<file path="config.mk">
export PLATFORM = sky130hd
export DESIGN_NAME = chunked_comparator
export DESIGN_NICKNAME = d
export VERILOG_FILES = /design/src/rtl/chunked_comparator.sv
export SDC_FILE = /design/constraint.sdc
export NUM_CORES = 1
export LEC_CHECK = 0
export BUFFER_PORTS_ARGS = -buffer_cell sky130_fd_sc_hd__buf_4
export CAP_MARGIN = 15
export CORE_ASPECT_RATIO = 1.75
export CORE_MARGIN = 2
export CORE_UTILIZATION = 50
export DETAILED_ROUTE_END_ITERATION = 6
export GPL_TIMING_DRIVEN = 0
export PLACE_DENSITY = 0.75
export SYNTH_ARGS = -nofsm -noshare
export SYNTH_HDL_FRONTEND = slang
export SYNTH_SLANG_ARGS = --single-unit
export TNS_END_PERCENT = 1
</file>
<file path="constraint.sdc">
create_clock -name clk -period 3 [get_ports clk]
set_input_delay 0.6 -clock clk [delete_from_list [all_inputs] [get_ports clk]]
set_output_delay 0.6 -clock clk [all_outputs]
set_load 0.05 [all_outputs]
</file>
<file path="src/rtl/chunked_comparator.sv">
// Multi-cycle magnitude comparator: compares two WIDTH-bit operands CHUNK bits per
// cycle, MSB chunk first, stopping at the first differing chunk.
module chunked_comparator #(
    parameter  int WIDTH  = 16,
    parameter  int CHUNK  = 4,
    localparam int NCHUNK = WIDTH / CHUNK,
    localparam int CW     = $clog2(NCHUNK + 1)
) (
    input  logic              clk,
    input  logic              rst,
    input  logic              start,
    input  logic              signed_mode,
    input  logic [WIDTH-1:0]  a,
    input  logic [WIDTH-1:0]  b,
    output logic              busy,
    output logic              done,
    output logic              lt,
    output logic              gt,
    output logic              eq,
    output logic [CW-1:0]     cycles
);

    localparam int KW    = (NCHUNK > 1) ? $clog2(NCHUNK) : 1;
    localparam int NSLOT = 1 << KW;

    typedef enum logic {
        IDLE = 1'b0,
        RUN  = 1'b1
    } state_t;

    state_t            state_reg, state_next;
    logic [KW-1:0]     k_reg, k_next;
    logic [WIDTH-1:0]  a_reg, a_next;
    logic [WIDTH-1:0]  b_reg, b_next;
    logic              busy_reg, busy_next;
    logic              done_reg, done_next;
    logic              lt_reg, lt_next;
    logic              gt_reg, gt_next;
    logic              eq_reg, eq_next;
    logic [CW-1:0]     cycles_reg, cycles_next;

    // Chunk views of the captured operands, padded to a power-of-two table so the
    // chunk index can address it directly without any width adaptation.
    logic [CHUNK-1:0]  a_chunk [NSLOT];
    logic [CHUNK-1:0]  b_chunk [NSLOT];
    logic [CHUNK-1:0]  a_cur;
    logic [CHUNK-1:0]  b_cur;

    genvar gi;
    generate
        for (gi = 0; gi < NSLOT; gi++) begin : g_chunk
            if (gi < NCHUNK) begin : g_real
                assign a_chunk[gi] = a_reg[WIDTH-1-gi*CHUNK -: CHUNK];
                assign b_chunk[gi] = b_reg[WIDTH-1-gi*CHUNK -: CHUNK];
            end else begin : g_pad
                assign a_chunk[gi] = '0;
                assign b_chunk[gi] = '0;
            end
        end
    endgenerate

    assign a_cur = a_chunk[k_reg];
    assign b_cur = b_chunk[k_reg];

    always_comb begin
        state_next  = state_reg;
        k_next      = k_reg;
        a_next      = a_reg;
        b_next      = b_reg;
        busy_next   = busy_reg;
        done_next   = 1'b0;
        lt_next     = lt_reg;
        gt_next     = gt_reg;
        eq_next     = eq_reg;
        cycles_next = cycles_reg;

        case (state_reg)
            IDLE: begin
                if (start) begin
                    // Flipping the sign bit maps two's-complement order onto unsigned order.
                    a_next             = a;
                    b_next             = b;
                    a_next[WIDTH-1]    = a[WIDTH-1] ^ signed_mode;
                    b_next[WIDTH-1]    = b[WIDTH-1] ^ signed_mode;
                    lt_next            = 1'b0;
                    gt_next            = 1'b0;
                    eq_next            = 1'b0;
                    cycles_next        = '0;
                    busy_next          = 1'b1;
                    k_next             = '0;
                    state_next         = RUN;
                end
            end
            RUN: begin
                if (a_cur != b_cur) begin
                    lt_next     = (a_cur < b_cur);
                    gt_next     = (a_cur > b_cur);
                    cycles_next = CW'(k_reg) + CW'(1);
                    done_next   = 1'b1;
                    busy_next   = 1'b0;
                    state_next  = IDLE;
                end else if (k_reg == KW'(NCHUNK - 1)) begin
                    eq_next     = 1'b1;
                    cycles_next = CW'(NCHUNK);
                    done_next   = 1'b1;
                    busy_next   = 1'b0;
                    state_next  = IDLE;
                end else begin
                    k_next = k_reg + KW'(1);
                end
            end
            default: begin
                state_next = IDLE;
            end
        endcase
    end

    always_ff @(posedge clk) begin
        if (rst) begin
            state_reg  <= IDLE;
            k_reg      <= '0;
            a_reg      <= '0;
            b_reg      <= '0;
            busy_reg   <= 1'b0;
            done_reg   <= 1'b0;
            lt_reg     <= 1'b0;
            gt_reg     <= 1'b0;
            eq_reg     <= 1'b0;
            cycles_reg <= '0;
        end else begin
            state_reg  <= state_next;
            k_reg      <= k_next;
            a_reg      <= a_next;
            b_reg      <= b_next;
            busy_reg   <= busy_next;
            done_reg   <= done_next;
            lt_reg     <= lt_next;
            gt_reg     <= gt_next;
            eq_reg     <= eq_next;
            cycles_reg <= cycles_next;
        end
    end

    assign busy   = busy_reg;
    assign done   = done_reg;
    assign lt     = lt_reg;
    assign gt     = gt_reg;
    assign eq     = eq_reg;
    assign cycles = cycles_reg;

endmodule
</file>
==> impl_metrics.tcl <==
set metrics [dict create \
    status "finished clean" \
    critical_path.endpoint_type "register" \
    seq_area_frac_synth 0.469 \
    fin_nets 302 \
    num_rows 29 \
    root_buffer "clkbuf_8" \
    crit_fanout 10 \
    hold_buffers 0 \
    grtUsageMet1 0.225 \
    cp-start-kind "register" \
    grt_pass1_wl_um 6470 \
    syn_nets 253 \
    synth_warnings 0 \
    regArea_um2 861 \
    cts_tree "done" \
    clk_path_buf_depth 2 \
    antenna_found_initial 0 \
    arrival_ps 2660 \
    insertedDiodeCount 0 \
    final_cells 306 \
    min_period_ps 2490 \
    area_growth_pct 24.3 \
    ys_types 25 \
    grt.busiest_layer "met2" \
    worst_pin_slew_ps 473 \
    start_util 0.517 \
    via_count 1545 \
    slew_headroom 0.681 \
    grt_max_degree 12 \
    post_dp_cell_area_um2 2210 \
    firstDrtPassIters 4 \
    drt-vias-per-instance 5.05 \
    setup_viol 0 \
    final_common_cell "nand2_1" \
    grt_usage 0.203 \
    slew_viol_final 0 \
    htree_levels 2 \
    insertion_delay_ps 300 \
    maxCapViolCount 0 \
    leakage_nw 0.931 \
    yosys.area.top_type_share 0.469 \
    max_freq_mhz 401 \
    numCtsBuffers 5 \
    port-buffer-count 42 \
    syn_area_um2 1840 \
    drc 0 \
    synthCells 212 \
    finalWirelength_um 3870 \
    fin_worst_skew_ps 4.38 \
    grtUsageMet2 0.358 \
    preCtsSetupSlack_ps 552 \
    cp.required_ps 3160 \
    wl_per_cell_um 12.6 \
    dieWidth_um 49.8 \
    min_path_type "reg -> reg" \
    peakVddDrop_v 0.000387 \
    multi_input_area_um2 886 \
    final_cell_mix "nand2_1, dfxtp_1, buf_4" \
    num-fill-cells 349 \
    drt_iter0_drc 25 \
    fin_setup_tns_ps 0 \
    io_pins 44 \
    period_share 0.832 \
    power_density_nw_per_um2 554 \
    cts_setup_buffers 0 \
    core_area_um2 3560 \
    overflow 0 \
    design_area_um2 2280 \
    rsz0062_at_grt "false" \
    fp.dieH_um 84.2 \
    synth_top_area_cell "dfxtp_1" \
    clk_pin_slew_ps 70 \
    grt_pass1_vias 1483 \
    dp_hpwl_um 2970 \
    hold_viol_final 0 \
    gp_congestion 0.849 \
    drive_gt1_frac 0.265 \
    synth_area_leaders "dfxtp_1, nand2_1, a21oi_1, mux4_2, ha_1" \
    layout_setup_ws_ps 505 \
    dp_cells 300 \
    detail-route-antenna-nets 0 \
    criticalPathCategory "reg -> reg" \
    synth-seq-cells 43 \
    dieArea_um2 4190 \
    cts.sinks 43 \
    avgSynthCellArea_um2 8.66 \
    grtUsageMet3 0.0445 \
    cts-resized-gates 0 \
]
[cells by family after synthesis]
kind of cell,after synthesis,synth area share
buffers and inverters,21,0.0490
AO/OA/AOI/OAI,48,0.139
flip-flops,43,0.469
multiplexers,8,0.0981
AND/OR/NAND/NOR,85,0.202
adder cells (fa/ha/maj),5,0.0341
XOR/XNOR,2,0.00954
[power breakdown]
group | total, W | internal, W | switching (W)
Clock | 0.000341 | 0.000155 | 0.000185
Sequential | 0.000637 | 0.000614 | 0.0000238
Combinational | 0.000286 | 0.000124 | 0.000162
Total | 0.00126 | 0.000893 | 0.000371
[per-stage QoR]
stage          total power [W]  hold WS, ps  utilization
6_report               0.00126          454        0.642
5_1_grt                0.00133          471        0.642
4_1_cts                0.00127          455        0.642
3_5_place_dp          0.000939          445        0.621
3_3_place_gp          0.000934          440        0.621
2_1_floorplan         0.000847          433            -
[layout make-up]
cell class,instances,area share
multi-input combinational,148,0.388
sequential,43,0.377
timing repair buffer,42,0.138
clock buffer,6,0.0318
buffer,14,0.0280
tap,46,0.0252
inverter,7,0.0115
[layer usage]
layer,vias to the layer above,share of wire
met5,-,0
met4,0,0.022
met3,6,0.038
met2,33,0.53
met1,701,0.41
li1,805,-
[synthesized netlist by cell type (all sizes together)]
cell type and number:
nand2 66, ha 5, nand3b 1, o21ai 5, nor3 1, nand3 1
buf 9, nand4 1, a311oi 1, nand4b 1, dfxtp 43, o31ai 1
or2 1, a211oi 2, a21oi 38, mux4 8, nor3b 1, xnor2 2
nor2b 1, inv 7, clkbuf 5, nor2 11, a22o 1
[worst max-delay path: stages, from the launching register on]
cell and delay, ps:
dfxtp_1 390, buf_2 300, mux4_2 550, ha_1 350
nand4_4 170, o21ai_0 440, a311oi_1 160
[final timing paths]
check                                        startpoint  cells after the start  slack (ps)                      end
worst min-delay path            b_chunk[5]$_SDFFE_PP0P_                      2         450  b_chunk[5]$_SDFFE_PP0P_
worst max register to register    k_reg[0]$_SDFFE_PP0P_                      6         510    k_reg[0]$_SDFFE_PP0P_
worst min register to register  b_chunk[5]$_SDFFE_PP0P_                      2         450  b_chunk[5]$_SDFFE_PP0P_
worst max-delay path              k_reg[0]$_SDFFE_PP0P_                      6         510    k_reg[0]$_SDFFE_PP0P_
Power figures use the tool's default switching activity.
